--- src/rtl/adc_resp_pkg.sv ---
// Shared types and default sizing for the serial ADC responder.
package adc_resp_pkg;

    typedef enum logic [1:0] {
        IDLE,
        SHIFT,
        CONVERT
    } adc_state_e;

    localparam int ADC_DATA_W      = 8;
    localparam int ADC_CONV_CYCLES = 1700;

endpackage

--- src/rtl/sync_edge_det.sv ---
// Multi-flop synchronizer for an asynchronous pin, followed by a one-flop
// edge detector producing single-cycle rise/fall pulses.
module sync_edge_det #(
    parameter int STAGES = 2
) (
    input  logic clk,
    input  logic rst,
    input  logic d,
    output logic rise,
    output logic fall
);

    logic [STAGES-1:0] sync_reg;
    logic              prev_reg;

    // Flops reset high so idle-high pins produce no spurious edge.
    generate
        for (genvar gi = 0; gi < STAGES; gi++) begin : g_sync
            if (gi == 0) begin : g_first
                always_ff @(posedge clk or posedge rst) begin
                    if (rst) sync_reg[gi] <= 1'b1;
                    else     sync_reg[gi] <= d;
                end
            end else begin : g_chain
                always_ff @(posedge clk or posedge rst) begin
                    if (rst) sync_reg[gi] <= 1'b1;
                    else     sync_reg[gi] <= sync_reg[gi-1];
                end
            end
        end
    endgenerate

    always_ff @(posedge clk or posedge rst) begin
        if (rst) prev_reg <= 1'b1;
        else     prev_reg <= sync_reg[STAGES-1];
    end

    assign rise = sync_reg[STAGES-1] & ~prev_reg;
    assign fall = ~sync_reg[STAGES-1] & prev_reg;

endmodule

--- src/rtl/adc_serial_responder.sv ---
// Slave-side serial ADC model: shifts the last converted sample out on
// falling adclk edges while cs_n is low, then models the conversion time.
module adc_serial_responder
    import adc_resp_pkg::*;
#(
    parameter int DATA_W      = ADC_DATA_W,
    parameter int CONV_CYCLES = ADC_CONV_CYCLES,
    parameter int SYNC_STAGES = 2
) (
    input  logic              clk,
    input  logic              rst,
    input  logic              cs_n,
    input  logic              adclk,
    input  logic [DATA_W-1:0] sample_in,
    output logic              ad_out,
    output logic              busy,
    output logic              frame_done,
    output logic              short_frame,
    output logic              conv_abort
);

    localparam int NF_W = $clog2(DATA_W + 1);
    localparam int CC_W = $clog2(CONV_CYCLES + 1);
    localparam logic [NF_W-1:0] NF_LAST = NF_W'(DATA_W - 1);
    localparam logic [NF_W-1:0] NF_FULL = NF_W'(DATA_W);
    localparam logic [CC_W-1:0] CC_LAST = CC_W'(CONV_CYCLES - 1);

    logic cs_rise, cs_fall, sck_fall, sck_rise_unused;

    sync_edge_det #(.STAGES(SYNC_STAGES)) u_cs_sync (
        .clk  (clk),
        .rst  (rst),
        .d    (cs_n),
        .rise (cs_rise),
        .fall (cs_fall)
    );

    sync_edge_det #(.STAGES(SYNC_STAGES)) u_sck_sync (
        .clk  (clk),
        .rst  (rst),
        .d    (adclk),
        .rise (sck_rise_unused),
        .fall (sck_fall)
    );

    adc_state_e        state_reg, state_next;
    logic [DATA_W-1:0] held_reg, held_next;
    logic [DATA_W-1:0] shreg_reg, shreg_next;
    logic [NF_W-1:0]   nfall_reg, nfall_next;
    logic [CC_W-1:0]   conv_cnt_reg, conv_cnt_next;
    logic              ad_out_reg, ad_out_next;
    logic              frame_done_reg, frame_done_next;
    logic              short_frame_reg, short_frame_next;
    logic              conv_abort_reg, conv_abort_next;

    always_ff @(posedge clk or posedge rst) begin
        if (rst) begin
            state_reg       <= IDLE;
            held_reg        <= '0;
            shreg_reg       <= '0;
            nfall_reg       <= '0;
            conv_cnt_reg    <= '0;
            ad_out_reg      <= 1'b0;
            frame_done_reg  <= 1'b0;
            short_frame_reg <= 1'b0;
            conv_abort_reg  <= 1'b0;
        end else begin
            state_reg       <= state_next;
            held_reg        <= held_next;
            shreg_reg       <= shreg_next;
            nfall_reg       <= nfall_next;
            conv_cnt_reg    <= conv_cnt_next;
            ad_out_reg      <= ad_out_next;
            frame_done_reg  <= frame_done_next;
            short_frame_reg <= short_frame_next;
            conv_abort_reg  <= conv_abort_next;
        end
    end

    always_comb begin
        state_next       = state_reg;
        held_next        = held_reg;
        shreg_next       = shreg_reg;
        nfall_next       = nfall_reg;
        conv_cnt_next    = conv_cnt_reg;
        ad_out_next      = ad_out_reg;
        frame_done_next  = 1'b0;
        short_frame_next = 1'b0;
        conv_abort_next  = 1'b0;

        case (state_reg)
            IDLE: begin
                if (cs_fall) begin
                    shreg_next  = held_reg;
                    ad_out_next = held_reg[DATA_W-1];
                    nfall_next  = '0;
                    state_next  = SHIFT;
                end
            end

            SHIFT: begin
                // cs_rise takes priority so a coincident adclk fall never shifts.
                if (cs_rise) begin
                    if (nfall_reg >= NF_LAST) frame_done_next  = 1'b1;
                    else                      short_frame_next = 1'b1;
                    conv_cnt_next = CC_LAST;
                    state_next    = CONVERT;
                end else if (sck_fall) begin
                    if (nfall_reg < NF_LAST) begin
                        shreg_next  = {shreg_reg[DATA_W-2:0], 1'b0};
                        ad_out_next = shreg_reg[DATA_W-2];
                        nfall_next  = nfall_reg + 1'b1;
                    end else begin
                        ad_out_next = 1'b0;
                        if (nfall_reg < NF_FULL) nfall_next = nfall_reg + 1'b1;
                    end
                end
            end

            CONVERT: begin
                if (cs_fall) begin
                    conv_abort_next = 1'b1;
                    shreg_next      = held_reg;
                    ad_out_next     = held_reg[DATA_W-1];
                    nfall_next      = '0;
                    state_next      = SHIFT;
                end else if (conv_cnt_reg == '0) begin
                    held_next  = sample_in;
                    state_next = IDLE;
                end else begin
                    conv_cnt_next = conv_cnt_reg - 1'b1;
                end
            end

            default: state_next = IDLE;
        endcase
    end

    assign ad_out      = ad_out_reg;
    assign busy        = (state_reg == CONVERT);
    assign frame_done  = frame_done_reg;
    assign short_frame = short_frame_reg;
    assign conv_abort  = conv_abort_reg;

endmodule

--- config.mk ---
export PLATFORM = sky130hd
export DESIGN_NAME = adc_serial_responder
export DESIGN_NICKNAME = d
export VERILOG_FILES = /design/src/rtl/adc_resp_pkg.sv /design/src/rtl/sync_edge_det.sv /design/src/rtl/adc_serial_responder.sv
export SDC_FILE = /design/constraint.sdc
export NUM_CORES = 1
export LEC_CHECK = 0
export ABC_AREA = 1
export CAP_MARGIN = 25
export CORE_AREA = 4 4 90 92
export CTS_CLUSTER_SIZE = 16
export DETAILED_ROUTE_END_ITERATION = 7
export DIE_AREA = 0 0 94 96
export HOLD_SLACK_MARGIN = 0.05
export PLACE_DENSITY = 0.54
export SETUP_SLACK_MARGIN = 0.05
export SLEW_MARGIN = 0
export SYNTH_ARGS = -nofsm -noshare
export SYNTH_HDL_FRONTEND = slang
export SYNTH_SLANG_ARGS = --single-unit
--- constraint.sdc ---
create_clock -name clk -period 2.27 [get_ports clk]
set_input_delay 0.3405 -clock clk [delete_from_list [all_inputs] [get_ports clk]]
set_output_delay 0.3405 -clock clk [all_outputs]
set_load 0.01 [all_outputs]
* Yosys cells after proc, flatten, opt, wreduce, memory -nomap -nowiden
Index checks and enable logic that the tools add are counted.
** Storage, ports and cells
- Register bits after elaboration :: 42
- Input bits :: 12
- Logic and storage cells :: 83
** Cells by class
- Add/subtract/negate cells :: 2
- Order comparisons :: 3
- Equal/unequal tests :: 12
- Multiplexer cells :: 33
- Bitwise operators :: 7
- Reduce and logical (&&, ||, !) cells :: 11
** Operator list (number)
- $mux 11 :: 3
- $mux 7 :: 4
- $pmux 11 s2 :: 1
- $mux 4 :: 5
- $ne 2x2->1 const B :: 7
- $pmux 7 s2 :: 1
- $mux 1 :: 12
- $logic_not 11->1 :: 1
- $sub 11x1->11 const B :: 1
- $reduce_and 5->1 :: 2
- $mux 2 :: 4
- $pmux 4 s2 :: 1
- $reduce_and 4->1 :: 2
- $pmux 2 s3 :: 1
- $reduce_and 3->1 :: 2
- $add 4x1->4 const B :: 1
- $ge 4x3->1 const B :: 1
- $lt 4x3->1 const B :: 1
- $lt 4x4->1 const B :: 1
- $not 1->1 :: 4
- $reduce_bool 2->1 :: 2
- $and 1x1->1 :: 3
- $ne 3x1->1 const B :: 1
- $ne 3x3->1 const B :: 1
- other kinds (6) :: 6

* Depth between registers and ports, before layout
- Depth in word-level cells :: 6
- Depth in mapped cells :: 10

* Hierarchy
Synthesis repeated with hierarchy kept, for this count alone.
** Unflattened totals
- Cells, all modules :: 235
- Area total of the unflattened synthesis :: 2006.9 um2
** Modules (own cells, without submodules)
- adc_serial_responder :: instances 1, cells each 219, area an instance 1811.7 um2, sequential area each 900.9 um2
- sync_edge_det :: instances 2, cells each 8, area an instance 97.6 um2, sequential area each 78.8 um2

* Worst setup path before layout
Ideal clock, no wire load.
- Kind :: flip-flop to flip-flop
- Start :: register conv_cnt_reg[0]
- End :: register conv_cnt_reg[0]
- Setup time :: 119 ps
- Arrival :: 1380 ps
- Required time :: 2151 ps
- Path slack :: 771 ps
- Stages on the path, launching flop included :: 11
- Clock period less this slack :: 1499 ps
- Cells stage by stage :: dfrtp_1 > inv_1 > ha_1 > nand2_2 > clkinv_2 > nand3_2 > nand2_4 > nand2_4 > buf_8 > o21ai_2 > nand2_1
** On the way
- Longest elaborated chain between the ends :: 4
** Ends and longest elaborated chain
- start: declaration :: RTL line adc_serial_responder.sv:50 : logic [CC_W-1:0] conv_cnt_reg, conv_cnt_next;
- start signal: assignment :: RTL line adc_serial_responder.sv:72 : conv_cnt_reg <= conv_cnt_next;
- $sub 11x1->11 :: RTL line adc_serial_responder.sv:131 : conv_cnt_next = conv_cnt_reg - 1'b1;
- $mux 11 :: RTL line adc_serial_responder.sv:127 : end else if (conv_cnt_reg == '0) begin
- $mux 11 :: RTL line adc_serial_responder.sv:121 : if (cs_fall) begin
- $pmux 11 s2 :: RTL line adc_serial_responder.sv:91 : case (state_reg)
Several ways; a longest one is shown, not always the timed one. The select of a mux whose other input is x is not followed.
A chain may end at the register's enable or synchronous reset.

* Worst setup path in the final report
- Start :: register state_reg[0]
- End :: output port busy
** On the way
- Longest elaborated chain between the ends :: 1
** Ends and longest elaborated chain
- start: declaration :: RTL line adc_serial_responder.sv:46 : adc_state_e state_reg, state_next;
- start signal: assignment :: RTL line adc_serial_responder.sv:68 : state_reg <= state_next;
- $eq 2x2->1 :: RTL line adc_serial_responder.sv:140 : assign busy = (state_reg == CONVERT);
- end: declaration :: RTL line adc_serial_responder.sv:16 : output logic busy,
No other way between the ends.

==> out/summary.txt <==
Worst slew margin -> 64.19%
core area -> 7214 um^2
die width -> 94 um
ant diodes -> 0
number of DRC markers in iteration 0 -> 51
syn nets -> 271
CP Capture Type -> output pin
via count -> 1595
max reg flops -> 11
Setup Skew -> 0.01238 ns
Worst Reg2Reg Path Length in Cells -> 7
Most used DFF post-synth -> dfrtp_1
HPWL after detailed placement -> 2913 um
post-CTS setup repair buffer count -> 0
top layer reached by signal wires -> met4
Wirelength per Cell -> 10.91 um
fin nets -> 291
setup_tns -> 0 ns
clock root buffer -> clkbuf_8
Die ar. -> 9024 um^2
later-pin clock latency in the skew report -> 0.30 ns
Unique masters post-synth -> 34
Vias/cell -> 4.231
I/O Buffers -> 16
met3 routed WL -> 136 um
status -> finished clean
Area Growth Syn to Fin -> 17.95%
Final ANT Viol Nets -> 0
fin crit period -> 2.024 ns
Die Span Y -> 96 um
fraction of registers with async set/reset -> 100.0%
peak supply drop -> 0.0003420 V
layout cells sized above 1 -> 14.39%
Max Cap Violations -> 0
most common cell after layout, fill and taps aside -> nand2_1
cell area after synthesis -> 2077 um^2
initial antenna violation count -> 0
first-pass GRT wire length -> 7196 um
clk sinks -> 42
setup ws final -> 0.2462 ns
Setup WS pre-CTS -> 0.4712 ns
DRC violations left -> 0
CTS-repair resized insts -> 0
first drt pass iteration count -> 6
Slew Limit Fails -> 0
hold buffer count at cts -> 0
Starting Density -> 28.79%
Pwr Density -> 1087 nW/um^2
HP Class -> register to register
routed wl met2 -> 1939 um
final hold vios -> 0
pin count of the biggest net entering global routing -> 43
met1 wire length -> 1960 um
kind of critical path -> register to output pin
filler cell count -> 781
Critical Path AT -> 1.68 ns
RSZ-0062 raised after global routing -> false
depth of the CTS H-tree -> 2
Worst Hold Depth -> 0
vias in the first global route -> 1565
number of CTS-inserted buffers -> 5
I/O pin cnt -> 17
clock transition at the registers of the reported paths -> 0.09 ns
gpl congestion -> 0.7684
Mapped Cells -> 257
Synth Warn # -> 0
Power Total -> 2664 uW
Setup-failing EPs final -> 0
Worst Setup Start Kind -> register
Pleak -> 0.001151 uW
Worst Path Required -> 1.93 ns
Syn Area/Cell -> 8.082 um^2
Crit Path Max Fanout -> 11
worst slew pin tran -> 0.5371 ns
# rows -> 31
CTS tree -> built
Post-synth EDFFs -> 0
clock buffer depth -> 2
sequential cell area fraction in the yosys report -> 50.96%
Final period util -> 89.15%
Max Freq -> 494.1 MHz
total global-route track usage -> 10.12%
grt total ovfl -> 0
Routed WL -> 4113 um
commonest cells after routing, fill and taps aside -> nand2_1, dfrtp_1, nor2_1, inv_1, nand3_1
synthesized flop and latch total -> 42
## cells by family (layout without fill, tap and decap cells)
group / count (synthesis) / in the layout / synth area share (%)
AND/OR/NAND/NOR: 161 / 161 / 34.88
XOR/XNOR: 2 / 2 / 0.8435
adder cells (fa/ha/maj): 2 / 2 / 1.205
buffers and inverters: 29 / 50 / 6.083
AO/OA/AOI/OAI: 21 / 21 / 6.025
flip-flops: 42 / 42 / 50.96
## metrics by stage
stage	util (%)	instances	cell area [um^2]	hold slack, ns
after floorplan	-	257	2077	0.3450
after CTS	33.96	377	2450	0.3612
after global placement	32.40	369	2337	0.3463
after global routing	33.96	377	2450	0.3669
final	33.96	377	2450	0.3605
after detailed placement	32.40	369	2337	0.3472
## synth_stat cells, types with 2 or more instances
| cell | instances | area (um^2) |
|---|---|---|
| dfrtp_1 | 36 | 900.9 |
| nand3_2 | 2 | 20.02 |
| nand2_4 | 2 | 22.52 |
| nor2_4 | 3 | 33.78 |
| o21ai_2 | 3 | 26.28 |
| nand2_1 | 100 | 375.4 |
| dfstp_2 | 6 | 157.7 |
| nand3_1 | 17 | 85.08 |
| inv_2 | 4 | 15.01 |
| a21oi_1 | 2 | 10.01 |
| nand2_2 | 4 | 25.02 |
| nor3_1 | 4 | 20.02 |
| ha_1 | 2 | 25.02 |
| inv_1 | 19 | 71.32 |
| nor2_2 | 3 | 18.77 |
| nor2_1 | 21 | 78.83 |
| o21ai_0 | 12 | 60.06 |
## power by group
group	leakage (uW)	switching [uW]	internal (uW)
logic	0.000600	559	342
clock network	0.0000585	277	330
registers	0.000493	178	978
## critical path: stages (launching register included)
cell and delay (ns):
dfrtp_1 0.54, nor2_4 0.26, clkdlybuf4s50_1 0.57
## routing by layer
| layer | vias up | track usage [%] |
|---|---|---|
| li1 | 842 | - |
| met5 | - | 0 |
| met1 | 727 | 12.97 |
| met4 | 0 | 5.415 |
| met3 | 4 | 2.424 |
| met2 | 22 | 15.79 |
## final timing paths
check,start,slack (ns),to
setup / recovery,state_reg[0],0.25,busy
hold reg to reg,u_cs_sync.sync_reg[0],0.36,u_cs_sync.sync_reg[1]
max in group asynchronous,rst,1.42,u_sck_sync.prev_reg
setup reg to reg,state_reg[0],0.43,shreg_reg[0]
hold / removal,u_cs_sync.sync_reg[0],0.36,u_cs_sync.sync_reg[1]
min in group asynchronous,rst,0.47,shreg_reg[5]
## cell type report
cell class / count / area [um^2] / area share [%]
clock buffer: 5 / 68.82 / 2.809
clock inverter: 3 / 43.79 / 1.788
inverter: 25 / 95.09 / 3.882
multi-input combinational: 186 / 892.1 / 36.41
sequential: 42 / 1059 / 43.21
tap: 99 / 123.9 / 5.056
timing repair buffer: 17 / 167.7 / 6.844
(Power assumes the default switching activity.)
